<file path="src/rtl/wb_stage.sv">
`default_nettype none
// ============================================================================
// Module   : wb_stage
// Brief    : MIPS write-back stage. Retires one instruction at a time from
//            MEM, waits for the data-memory response on loads, aligns and
//            extends load data, and drives the register file write port.
// Options  : WB_UNALIGNED_EN - enables the LWL/LWR merge with the old rt
//            value. When undefined, LWL/LWR retire as LW and no rt storage
//            is built.
// Revision : 1.0 - initial release
// ============================================================================
module wb_stage (
  input  logic        clk,
  input  logic        rst,            // asynchronous, active low
  input  logic        mem_valid,
  output logic        mem_ready,
  input  logic        mem_write_en,
  input  logic [4:0]  mem_write_addr,
  input  logic [31:0] mem_result,
  input  logic        mem_is_load,
  input  logic [2:0]  mem_load_type,
  input  logic [1:0]  mem_addr_lo,
  input  logic [31:0] mem_rt_data,
  input  logic [31:0] dram_rdata,
  input  logic        dram_rvalid,
  output logic        write_en,
  output logic [4:0]  write_addr,
  output logic [31:0] write_data,
  output logic        wb_busy
);

  typedef enum logic [0:0] {
    ST_IDLE = 1'b0,
    ST_WAIT = 1'b1
  } state_t;

  localparam logic [2:0] c_LB  = 3'd0;
  localparam logic [2:0] c_LBU = 3'd1;
  localparam logic [2:0] c_LH  = 3'd2;
  localparam logic [2:0] c_LHU = 3'd3;
`ifdef WB_UNALIGNED_EN
  localparam logic [2:0] c_LWL = 3'd5;
  localparam logic [2:0] c_LWR = 3'd6;
`endif

  state_t      r_state;
  logic        r_we;
  logic [4:0]  r_addr;
  logic [2:0]  r_type;
  logic [1:0]  r_off;
  logic [31:0] w_aligned;
  logic [7:0]  w_byte;
  logic [15:0] w_half;

`ifdef WB_UNALIGNED_EN
  logic [31:0] r_rt;
  logic [4:0]  w_shl;
  logic [4:0]  w_shr;

  // LWL shifts left by 8*(3-o); 3-o on a 2-bit offset is its bitwise inverse
  assign w_shl = {~r_off, 3'b000};
  assign w_shr = {r_off, 3'b000};
`else
  // rt data only feeds the LWL/LWR merge, which is not built here
  logic w_unused_rt;
  assign w_unused_rt = ^mem_rt_data;
`endif

  // Handshake is only possible in IDLE and never while reset is asserted
  assign mem_ready = rst && (r_state == ST_IDLE);
  assign wb_busy   = (r_state == ST_WAIT);

  // Select the addressed byte and halfword (little-endian)
  always_comb begin
    w_byte = dram_rdata[7:0];
    case (r_off)
      2'd0: w_byte = dram_rdata[7:0];
      2'd1: w_byte = dram_rdata[15:8];
      2'd2: w_byte = dram_rdata[23:16];
      2'd3: w_byte = dram_rdata[31:24];
      default: w_byte = dram_rdata[7:0];
    endcase
    // Halfword misalignment is trapped upstream, so only o[1] matters
    w_half = r_off[1] ? dram_rdata[31:16] : dram_rdata[15:0];
  end

  // Extend / merge the returned word according to the captured load type
  always_comb begin
    w_aligned = dram_rdata;
    case (r_type)
      c_LB:  w_aligned = {{24{w_byte[7]}}, w_byte};
      c_LBU: w_aligned = {24'h000000, w_byte};
      c_LH:  w_aligned = {{16{w_half[15]}}, w_half};
      c_LHU: w_aligned = {16'h0000, w_half};
`ifdef WB_UNALIGNED_EN
      c_LWL: w_aligned = (dram_rdata << w_shl) | (r_rt & ~(32'hFFFF_FFFF << w_shl));
      c_LWR: w_aligned = (dram_rdata >> w_shr) | (r_rt & ~(32'hFFFF_FFFF >> w_shr));
`endif
      default: w_aligned = dram_rdata;  // LW, type 7, and LWL/LWR when disabled
    endcase
  end

  // FSM plus registered write port; write_en defaults low so it pulses once
  always_ff @(posedge clk or negedge rst) begin
    if (!rst) begin
      r_state    <= ST_IDLE;
      r_we       <= 1'b0;
      r_addr     <= 5'd0;
      r_type     <= 3'd0;
      r_off      <= 2'd0;
`ifdef WB_UNALIGNED_EN
      r_rt       <= 32'd0;
`endif
      write_en   <= 1'b0;
      write_addr <= 5'd0;
      write_data <= 32'd0;
    end else begin
      write_en <= 1'b0;
      case (r_state)
        ST_IDLE: begin
          // dram_rvalid is deliberately ignored here
          if (mem_valid) begin
            if (mem_is_load) begin
              r_we    <= mem_write_en && (|mem_write_addr);
              r_addr  <= mem_write_addr;
              r_type  <= mem_load_type;
              r_off   <= mem_addr_lo;
`ifdef WB_UNALIGNED_EN
              r_rt    <= mem_rt_data;
`endif
              r_state <= ST_WAIT;
            end else begin
              write_en   <= mem_write_en && (|mem_write_addr);
              write_addr <= mem_write_addr;
              write_data <= mem_result;
            end
          end
        end
        ST_WAIT: begin
          if (dram_rvalid) begin
            write_en   <= r_we;
            write_addr <= r_addr;
            write_data <= w_aligned;
            r_state    <= ST_IDLE;
          end
        end
        default: r_state <= ST_IDLE;
      endcase
    end
  end

endmodule
`default_nettype wire

</file>
<file path="config.mk">
export PLATFORM = sky130hd
export DESIGN_NAME = wb_stage
export DESIGN_NICKNAME = d
export VERILOG_FILES = /design/src/rtl/wb_stage.sv
export SDC_FILE = /design/constraint.sdc
export NUM_CORES = 1
export LEC_CHECK = 0
export CAP_MARGIN = 20
export CORE_UTILIZATION = 36
export CTS_CLUSTER_DIAMETER = 150
export DETAILED_ROUTE_END_ITERATION = 6
export GPL_TIMING_DRIVEN = 0
export MAX_ROUTING_LAYER = met4
export PLACE_DENSITY = 0.87
export SLEW_MARGIN = 20
export SYNTH_ARGS = -nofsm -noshare
export SYNTH_HDL_FRONTEND = slang
export SYNTH_SLANG_ARGS = --single-unit
</file>
<file path="constraint.sdc">
create_clock -name clk -period 1.4 [get_ports clk]
set_input_delay 0.35 -clock clk [delete_from_list [all_inputs] [get_ports clk]]
set_output_delay 0.35 -clock clk [all_outputs]
set_load 0.02 [all_outputs]
</file>
* Yosys cells after proc, flatten, opt, wreduce, memory -nomap -nowiden
Cells that the tools add are included.
** Cells by class
- Multiplexer cells :: 19
- $lt $le $gt $ge :: 0
- Eq/ne operators :: 9
- Bitwise logic cells :: 1
- Shift-type cells :: 0
- Divide/modulo/power cells :: 0
- $add $sub $neg :: 0
- Multipliers :: 0
- Reductions and logical operators :: 7
** Operator list (count)
- one-hot mux 32 bit (4 select lines) :: 1
- two-way mux 32 bit :: 3
- one-hot mux 32 bit (2 select lines) :: 1
- one-hot mux 8 bit (4 select lines) :: 1
- two-way mux 16 bit :: 1
- two-way mux 5 bit :: 3
- one-hot mux 5 bit (2 select lines) :: 1
- equality test 3 x 2 -> 1 bit, second input constant :: 2
- two-way mux 1 bit :: 6
- != test 2 bit, second input constant :: 3
- AND reduction 3 bit :: 2
- OR reduction 5 bit :: 1
- equality test 2 bit, second input constant :: 2
- one-hot mux 1 bit (2 select lines) :: 2
- equality test 3 x 1 -> 1 bit, second input constant :: 1
- logical NOT 3 bit :: 1
- equality test 2 x 1 -> 1 bit, second input constant :: 1
- logical AND 1 bit :: 2
- logical NOT 2 bit :: 1
- inverter 1 bit :: 1
** Storage, ports and cells
- Bits in read-only memories :: 0
- Memory bits (writable) :: 0
- Bits in latches :: 0
- Register bits after elaboration :: 50
- Memories kept :: 0
- Logic and storage cells :: 44

* Depth between registers and ports, before layout
Gate-level depths: netlist of the first run.
- Depth in word-level cells :: 5
- Mapped depth :: 7
- Depth with buffers taken out :: 4

* Least setup slack after synthesis of the first run
Ideal clock, no wire load.
- Kind :: reg-to-reg
- Start :: register r_state, in the netlist wb_busy
- End :: register r_type[1]
- Path slack :: -266 ps
- Data required time :: 1272 ps
- Buffers on the path :: 2
- Arrival :: 1538 ps
- Cell stages (with the launch flop) :: 6
- Clock period less this slack :: 1666 ps
- Cells stage by stage :: dfrtp_1 -> buf_6 -> clkinv_1 -> nand3_1 -> buf_4 -> mux2_1
** Between the ends
- Cells in the longest elaborated chain, start to end :: 2
** Ends and longest elaborated chain
- from (decl) :: RTL line 46 : state_t r_state;
- from (signal assigned) :: RTL line 106 : r_state <= ST_IDLE;
- from (signal assigned) :: RTL line 131 : r_state <= ST_WAIT;
- from (signal assigned) :: RTL line 144 : r_state <= ST_IDLE;
- inverter 1 bit (no source line)
- AND reduction 3 bit (no source line)
- to (signal assigned) :: RTL line 126 : r_type <= mem_load_type;
- to (decl) :: RTL line 49 : logic [2:0] r_type;
No other way between the ends.
A chain may end at the register's enable or synchronous reset.

* Worst setup path in the final report of the first run
- Start :: register r_state, in the netlist wb_busy
- End :: output mem_ready
** Between the ends
- Cells in the longest elaborated chain, start to end :: 2
** Ends and longest elaborated chain
- inverter 1 bit (no source line)
- logical AND 1 bit :: RTL line 70 : assign mem_ready = rst && (r_state == ST_IDLE);
- to (decl) :: RTL line 16 : output logic mem_ready,
No other way between the ends.

==> summary.md, run 1 <==
| Metric | Value |
|---|---|
| Status | finished, violations left |
| Violated checks | hold timing, setup timing |
| Max incr delay on CP | 0.44 ns |
| Worst Tran Pin Value | ~0.48 ns |
| DRT antenna net count | 0 |
| Yosys warns | 0 |
| Sequential power share | 0.339 |
| PnR worst setup slack | -0.267 ns |
| Post-synth EDFFs | 0 |
| Critical path type | reg -> out |
| Rel. slew slack | 0.682 |
| Crit path max fanout | 7 |
| Number of DRC markers in iteration 0 | ~220 |
| Worst Skew | 0.00943 ns |
| Post-synthesis sequential area ratio | 0.421 |
| Main synth FF type | dfrtp_1 |
| Num rows | 32 |
| Area Growth Syn to Fin | 69.9% |
| Overall routing resource usage | 0.252 |
| Setup violations, final | 40 |
| I/O pin total | approximately 150 |
| Die area | 8630 um2 |
| Root Driver | clkbuf_8 |
| Hold WS | -0.0859 ns |
| Post-synth top cells | dfrtp_1 (50), nand2_1 (35), a21oi_1 (17), o21ai_1 (17), mux2i_1 (14) |
| Crit-path cells | buf_8, clkbuf_16, nor2b_4, buf_6 |
| Yosys top cell area share | 0.421 |
| Final core occ | 0.644 |
| Combinational share of power | 0.505 |
| Post-DR wirelength/cell | 20.4 um |
| RSZ-0062 raised after global routing | yes |
| Die Y | 92.9 um |
| Minimum clock period | 1.67 ns |
| Synth Cell Area | roughly 3000 um2 |
| Cells after Synth | approximately 300 |
| Worst Path Required | 1.05 ns |
| Antenna violations before repair | 1 |
| Final Net Count | approximately 560 |
| TritonCTS sink count | 50 |
| Via Count | 3196 |
| Crit path launch type | flip-flop |
| Switching share of power | 0.412 |
| Static leakage | ~2.1 nW |
| Post-Syn Nets | 407 |
| TritonRoute pass-1 iters | 5 |
| CTS tree | yes |
| Die Span X | around 93 um |
| First-pass GRT wire length | 16.2 mm |
| Ys async rst share | 1.00 |
| Final Max Tran Viols | 0 |
| PortBufs | approximately 120 |
| Crit end category | output pin |
| Vias per cell | 5.77 |
| Final hold violation count | 40 |
| Remaining global-route overflow | 0 |
| Netlist cell types | between 40 and 50 |
| Crit-path slowest cell | dfrtp_2 |
| Fmax | roughly 0.60 GHz |
| H-tree levels | 2 |
| Total Wirelength | ~11 mm |
| Ranking of synthesized cells by area | dfrtp_1 (42%), mux2i_1 (4.7%), a221oi_2 (4.5%) |
| Clock buffer count from CTS | 5 |
| Clk buf depth | 2 |
| Fraction of layout cells with a size suffix above 1 | 0.344 |
| Pwr dens | about 1200 nW/um2 |
| Max Cap Viol | 0 |
| Vias in the first global route | 3175 |
| Clock power frac | 0.156 |
| Most frequent cell after synthesis | dfrtp_1 |
| Min-delay worst type | in -> async |
| FF-to-FF path depth | 5 |
| Worst skew pair latency | 0.32 ns |
| Sw power | 2.53 mW |
| Core area | 7850 um2 |
| Clock Pin Slew Worst Setup and Hold Paths | 0.11 ns |
| Placed instance area | 4340 um2 |
| Register bit total from synthesis | 50 |
| Fin area | between 5000 and 6000 um2 |
| Worst VDD drop | 0.596 mV |
| Syn Area/Cell | 10.1 um2 |
| Crit path DAT | 1.32 ns |
| Placer Congestion | 0.879 |
| Synth area leader | dfrtp_1 |
| Post-detail-place hpwl | 7.34 mm |
| DRC | 0 |
| Largest net degree at the start of global routing | between 50 and 60 |
| Tcrit/Tclk final | 1.19 |
| Effective utilization at floorplan | 0.379 |
| Internal power | 3.61 mW |
==> flip-flops by register name, summed over array words and instances, names as in the netlist <==
signal	count
r_addr	5
r_off	2
r_type	3
r_we	1
wb_busy	1
write_addr	5
write_data	32
write_en	1
==> layer usage <==
layer / vias up / track usage / routed length, um
met2: 187 / 0.411 / 5600
met4: 0 / 0.109 / 399
met1: 1566 / 0.301 / 4410
met3: 34 / 0.0517 / 875
met5: - / - / 0
li1: 1409 / - / -
==> timing repair <==
action                                 4_1_cts  5_1_grt
setup endpoints to repair                   87       81
pin swaps                                   11       21
endpoints found under the hold margin       50       10
setup buffers                               14        9
cloned                                       5        1
resized for setup                          103      101
==> worst max-delay path: cells and delay by family, from the launching register on <==
kind                   cells  cell delay, ns
DFF                        1            0.44
buffers and inverters      3            0.44
and+or+nand+nor            1            0.11
==> metrics by stage <==
| stage | TNS, ns | std cells | setup slack (ns) | power, mW | hold slack [ns] |
|---|---|---|---|---|---|
| floorplan | -3.60 | 295 | -0.178 | 3.61 | 0.0544 |
| global placement | -99.42 | 516 | -2.43 | 4.76 | 0.463 |
| detailed placement | -24.92 | 516 | -0.759 | 4.84 | 0.423 |
| CTS | -7.42 | 543 | -0.260 | 5.86 | -0.0248 |
| global route | -8.70 | 554 | -0.292 | 6.43 | -0.0541 |
| finish | -6.93 | 554 | -0.267 | 6.15 | -0.0859 |
==> cells by family after synthesis <==
group	share of synthesized area
compound gates	0.225
buf+inv	0.0543
flops	0.421
mux	0.100
simple gates	0.200
==> cell usage in the layout, fill, tap and decap left out, drive strengths merged, types with 3 or more instances in the layout <==
master,instances
clkdlybuf4s50,69
dfrtp,50
buf,45
nand2,36
clkdlybuf4s15,27
clkbuf,24
nor2,23
o21ai,21
nor3,19
a21oi,18
mux2i,14
a221oi,13
a211oi,12
mux2,10
nand3,9
a22o,8
a22oi,8
nand4,6
and3,5
dlygate4sd2,5
dlymetal6s2s,5
inv,4
o21bai,3
==> power groups by stage <==
stage	sequential [mW]	combinational (mW)	clock [mW]
3_3_place_gp	2.08	2.68	0
4_1_cts	2.05	2.86	0.959
3_5_place_dp	2.09	2.74	0
5_1_grt	2.13	3.28	1.02
6_report	2.09	3.10	0.958
2_1_floorplan	2.44	1.17	0
==> area by class of cell <==
| class | instances | area, um2 |
|---|---|---|
| clock buffers | 5 | 68.8 |
| flip-flops and latches | 50 | 1250 |
| diodes | 1 | 2.50 |
| plain buffers | 23 | 229 |
| fillers | 601 | 2800 |
| repair buffers | 148 | 1470 |
| well taps | 102 | 128 |
| multi-input cells | 219 | 1840 |
| clock inverters | 3 | 28.8 |
| inverters | 3 | 26.3 |
==> worst paths after layout <==
path                                        start                         end  slack (ns)
worst max-delay path            wb_busy$_DFF_PN0_                   mem_ready       -0.27
worst min-delay path                          rst   write_data[8]$_DFFE_PN0P_       -0.09
worst max register to register  wb_busy$_DFF_PN0_   write_data[0]$_DFFE_PN0P_       -0.25
worst min register to register   r_we$_DFFE_PN0P_            r_we$_DFFE_PN0P_        0.49
max in group asynchronous                     rst  write_data[25]$_DFFE_PN0P_        0.30
min in group clk                mem_write_addr[2]       r_addr[2]$_DFFE_PN0P_        0.31
No activity file was read; power rests on OpenSTA's default activity.
==> inputs of run 2 (changes only) <==
RECOVER_POWER = 100   (was unset)
==> run 2 against run 1 <==
  * The run still ends with hold timing, setup timing left
  * Hold slack got worse by 0.0025 ns
  * Sequential share of layout area rose by 0.15 points
  * Die area stayed put
  * Non-clock buffer count unchanged
  * First-iteration DRC count rose by 4.7%
  * Register-to-register slack about the same
  * Total power fell by 0.45%
  * Sequential power about the same
==> summary.md, run 2 (synthesized netlist as in run 1, its figures left out) <==
| Metric | Value |
|---|---|
| Sequential cell area | 1250 um2 |
| Crit path DAT | between 1 and 1.5 ns |
| Antenna violations before repair | 1 |
| Total power | 6.12 mW |
| Crit path launch type | flip-flop |
| Number of DRC markers in iteration 0 | between 200 and 250 |
| Worst Path Required | approximately 1.1 ns |
| Most frequent cells in the layout | clkdlybuf4s50_1 (69), dfrtp_1 (48), nand2_1 (30), clkdlybuf4s15_1 (27), buf_4 (18) |
| Final hold violation count | 40 |
| Final Max Tran Viols | 0 |
| Num rows | 32 |
| Critical path type | reg -> out |
| TritonRoute pass-1 iters | 5 |
| Static leakage | about 2.1 nW |
| DRT antenna net count | 0 |
| Rel. slew slack | 0.674 |
| Most common cell after layout, fill and taps aside | clkdlybuf4s50_1 |
| Max Cap Viol | 0 |
| Die Y | 92.9 um |
| Largest net degree at the start of global routing | 52 |
| Min-delay worst type | in -> async |
| Die area | around 8600 um2 |
| Minimum clock period | between 1.5 and 2 ns |
| Placed instance area | 4340 um2 |
| Fin area | 5020 um2 |
| Largest regs | write_data x32, r_addr x5, write_addr x5 |
| Reg with most FFs | write_data |
| Pwr dens | 1220 nW/um2 |
| Clock buffer count from CTS | 5 |
| Status | finished, violations left |
| Post-DR wirelength/cell | 20.4 um |
| Remaining global-route overflow | 0 |
| Final Net Count | 562 |
| Final core occ | 0.640 |
| TNS Setup | -7.37 ns |
| Tcrit/Tclk final | 1.19 |
| Crit path max fanout | 7 |
| Vias per cell | 5.77 |
| TritonCTS sink count | 50 |
| Fmax | ~0.60 GHz |
| Hold WS | -0.0883 ns |
| PnR worst setup slack | -0.262 ns |
| Via Count | between 3000 and 4000 |
| Area Growth Syn to Fin | 68.9% |
| Max FFs per register | 32 |
| Clk buf depth | 2 |
| I/O pin total | approximately 150 |
| Worst VDD drop | 0.594 mV |
| First-pass GRT wire length | 16.2 mm |
| Root Driver | clkbuf_8 |
| Clock Pin Slew Worst Setup and Hold Paths | 0.11 ns |
| Worst Tran Pin Value | 0.489 ns |
| PortBufs | ~120 |
| H-tree levels | 2 |
| Die Span X | 92.9 um |
| Core area | around 8000 um2 |
| Effective utilization at floorplan | 0.379 |
| Fraction of layout cells with a size suffix above 1 | 0.322 |
| Violated checks | hold timing, setup timing |
| RSZ-0062 raised after global routing | yes |
| Post-detail-place hpwl | 7.34 mm |
| Fill cells | 608 |
| Worst Skew | 0.0108 ns |
| Worst skew pair latency | around 0.33 ns |
| Overall routing resource usage | 0.252 |
| DRC | 0 |
| Total Wirelength | 11.3 mm |
| Placer Congestion | just under 0.9 |
| Setup violations, final | 50 |
| Vias in the first global route | 3175 |
| Crit end category | output pin |
| Multi-input gate area | 1840 um2 |
| CTS tree | yes |
run 2: metrics by stage:
| step | instances | setup WS (ns) |
|---|---|---|
| 2_1_floorplan | 295 | -0.178 |
| 3_5_place_dp | 516 | -0.759 |
| 3_3_place_gp | 516 | -2.43 |
| 5_1_grt | 554 | -0.283 |
| 6_report | 554 | -0.262 |
| 4_1_cts | 543 | -0.260 |
run 2: report_power, final:
| part | total (mW) | switching, mW | internal [mW] |
|---|---|---|---|
| clock network | 0.963 | 0.587 | 0.376 |
| logic | 3.07 | 1.67 | 1.40 |
| registers | 2.08 | 0.267 | 1.82 |
run 2: worst paths after layout:
kind	endpoint	from	depth (start not counted)	slack, ns
setup / recovery	mem_ready	wb_busy$_DFF_PN0_	4	-0.26
hold reg to reg	r_we$_DFFE_PN0P_	r_we$_DFFE_PN0P_	2	0.49
max in group asynchronous	write_data[25]$_DFFE_PN0P_	rst	2	0.29
hold / removal	write_data[8]$_DFFE_PN0P_	rst	1	-0.09
setup reg to reg	write_data[0]$_DFFE_PN0P_	wb_busy$_DFF_PN0_	5	-0.25
min in group clk	r_addr[2]$_DFFE_PN0P_	mem_write_addr[2]	2	0.31
run 2: area by class of cell:
class	count	area share
Antenna cell	1	0.000498
Buffer	23	0.0456
Clock buffer	5	0.0137
Clock inverter	3	0.00573
Inverter	3	0.00324
Multi-Input combinational cell	219	0.365
Sequential cell	50	0.250
Tap cell	102	0.0254
Timing Repair Buffer	148	0.291
run 2: critical path: stages, from the launching register on:
cell       delay [ns]
dfrtp_2          0.44
buf_8            0.15
clkbuf_16        0.16
nor2b_4          0.11
buf_6            0.12
run 2: what timing repair did:
action | CTS | global route
buffers inserted | 14 | 9
resized for setup | 103 | 101
gates cloned | 5 | 1
endpoints found under the hold margin | 50 | 10
setup endpoints to repair | 87 | 81
pin swaps | 11 | 21
run 2: metal layers:
metal  global-route usage  routed length [um]
met5                    -                   0
met4                0.109                 405
met3               0.0517                 834
met2                0.411                5580
met1                0.301                4470
==> inputs of run 3 (changes only) <==
CORE_UTILIZATION = 40   (was 36)
PLACE_DENSITY = 0.91   (was 0.87)
clock period = 1.68 ns   (was 1.4 ns; I/O delays follow)
==> run 3 against run 2 <==
  * The run ends with setup timing left
  * Critical path depth unchanged
  * First-iteration DRC count unchanged
  * Worst setup slack better by 0.26 ns
  * Total power down 21%
  * Largest cell class unchanged
  * Sequential power down 17%
  * Final area down 8.0%
  * Flip-flop and latch count unchanged
  * Critical endpoint unchanged
  * Clock power down 11%
  * Hold slack better by 0.14 ns
==> summary.md, run 3 (synthesized netlist as in run 1, its figures left out) <==
| Metric | Value |
|---|---|
| Status | finished, violations left |
| Violated checks | setup timing |
| Vias in the first global route | 2982 |
| Diode count | 0 |
| First-pass GRT wire length | 14.5 mm |
| Worst Tran Pin Value | 0.651 ns |
| Most frequent cells in the layout | clkdlybuf4s50_1 (72), dfrtp_1 (49), dlygate4sd2_1 (43), nand2_1 (34) |
| Rel. slew slack | 0.566 |
| Worst Skew | 0.00619 ns |
| TritonRoute pass-1 iters | 4 |
| Final Net Count | 543 |
| Placed instance area | between 4000 and 5000 um2 |
| Max incr delay on CP | 0.40 ns |
| Post-DR wirelength/cell | 18.2 um |
| Final Max Tran Viols | 0 |
| DRC | 0 |
| Sw power | 1.89 mW |
| Min-delay worst type | in -> async |
| Crit end category | output pin |
| Die Span X | 88.2 um |
| Largest net degree at the start of global routing | 34 |
| Overall routing resource usage | 0.257 |
| Via Count | 2979 |
| Post-Layout Cell Count | 531 |
| I/O pin total | 152 |
| Post-Place Worst Slack | -0.486 ns |
| Crit-path cells | buf_6, clkbuf_16, nor2b_4, buf_6 |
| Core area | 7210 um2 |
| RSZ-0062 raised after global routing | yes |
| Fraction of layout cells with a size suffix above 1 | 0.222 |
| Placer Congestion | 0.887 |
| FF-to-FF path depth | 4 |
| Switching share of power | 0.388 |
| Sequential power share | 0.353 |
| Crit path DAT | 1.26 ns |
| Combinational share of power | 0.470 |
| Clock buffer count from CTS | 5 |
| Total Wirelength | between 9 and 10 mm |
| Largest regs | write_data x32, r_addr x5, write_addr x5 |
| Tcrit/Tclk final | 1.00 |
| Worst skew pair latency | 0.31 ns |
| Num rows | 31 |
| Vias per cell | 5.61 |
| Crit path launch type | flip-flop |
| Remaining global-route overflow | 0 |
| Post-detail-place hpwl | 7.05 mm |
| PnR worst setup slack | -0.00221 ns |
| Final core occ | 0.641 |
| TritonCTS sink count | 50 |
| Clock power frac | 0.177 |
| Clk buf depth | 2 |
| Final hold violation count | 0 |
| Area Growth Syn to Fin | 55.5% |
| Effective utilization at floorplan | 0.412 |
| Worst Path Required | 1.26 ns |
| DRT antenna net count | 0 |
| Flop2flop setup slack | 0.02 ns |
| Cell mode on critical path | buf_6 |
| Fmax | approximately 0.6 GHz |
| Clock Pin Slew Worst Setup and Hold Paths | 0.09 ns |
| Antenna violations before repair | 0 |
| Static leakage | about 2.0 nW |
| RR Endpoint | write_data[20]$_DFFE_PN0P_ |
| CTS tree | yes |
| Die Y | 88.2 um |
| Most common cell after layout, fill and taps aside | clkdlybuf4s50_1 |
| Max FFs per register | 32 |
| Crit path max fanout | 10 |
| Crit-path slowest cell | dfrtp_1 |
| H-tree levels | 2 |
| Reg with most FFs | write_data |
| Critical path type | reg -> out |
| Worst VDD drop | ~0.56 mV |
| Placed Cells | 514 |
| Pwr dens | 1050 nW/um2 |
| Max Cap Viol | 0 |
| Number of DRC markers in iteration 0 | between 200 and 250 |
| Setup violations, final | 1 |
| Die area | between 7000 and 8000 um2 |
| Minimum clock period | 1.68 ns |
| Root Driver | clkbuf_8 |
| Fin area | 4620 um2 |
| PortBufs | 119 |
| Internal power | 2.97 mW |
| Reg-to-Reg Start | r_off[1]$_DFFE_PN0P_ |
run 3: repair_timing:
action / in CTS / in global routing
pin swaps: 0 / 3
cloned: 1 / 1
buffers inserted: 3 / 4
endpoints found under the setup margin: 80 / 44
hold buffers: 0 / 0
gates resized for setup: 60 / 29
run 3: power groups by stage:
| stage | logic (mW) | clock network (mW) | registers, mW |
|---|---|---|---|
| after floorplan | 0.954 | 0 | 2.03 |
| after global placement | 2.20 | 0 | 1.72 |
| after detailed placement | 2.25 | 0 | 1.75 |
| after CTS | 2.18 | 0.881 | 1.71 |
| after global routing | 2.44 | 0.909 | 1.75 |
| final | 2.28 | 0.861 | 1.72 |
run 3: metal layers:
metal / track usage / routed length (um) / vias to the layer above
met3: 0.0485 / 563 / 25
met4: 0.0938 / 303 / 0
met5: - / 0 / -
met1: 0.301 / 3940 / 1446
li1: - / - / 1370
met2: 0.438 / 4890 / 138
run 3: layout make-up:
type | count | area (um2)
Inverter | 3 | 12.5
Timing Repair Buffer | 129 | 1270
Clock buffer | 5 | 68.8
Sequential cell | 50 | 1250
Tap cell | 99 | 124
Multi-Input combinational cell | 218 | 1650
Buffer | 24 | 193
Clock inverter | 3 | 45.0
Fill cell | 587 | 2590
run 3: critical path: cells and delay by family (launching register included):
family,cells,cell delay (ns)
buffers and inverters,3,0.45
DFF,1,0.40
and+or+nand+nor,1,0.11
run 3: through the flow:
stage               setup TNS [ns]  hold slack (ns)  total power [mW]
global route               -0.0972           0.0790              5.10
floorplan                        0            0.124              2.99
detailed placement          -16.22            0.386              4.00
finish                    -0.00221           0.0535              4.86
CTS                        -0.0344           0.0472              4.77
global placement            -78.03            0.464              3.93
run 3: how the worst max path moves through the flow:
stage                      startpoint                    endpoint  slack (ns)
global placement                  rst                   mem_ready       -2.12
detailed placement     dram_rdata[23]  write_data[20]$_DFFE_PN0P_       -0.49
floorplan           wb_busy$_DFF_PN0_       r_type[1]$_DFFE_PN0P_        0.01
CTS                 wb_busy$_DFF_PN0_                   mem_ready       -0.03
global route        wb_busy$_DFF_PN0_                   mem_ready       -0.04
finish              wb_busy$_DFF_PN0_                   mem_ready      -0.002
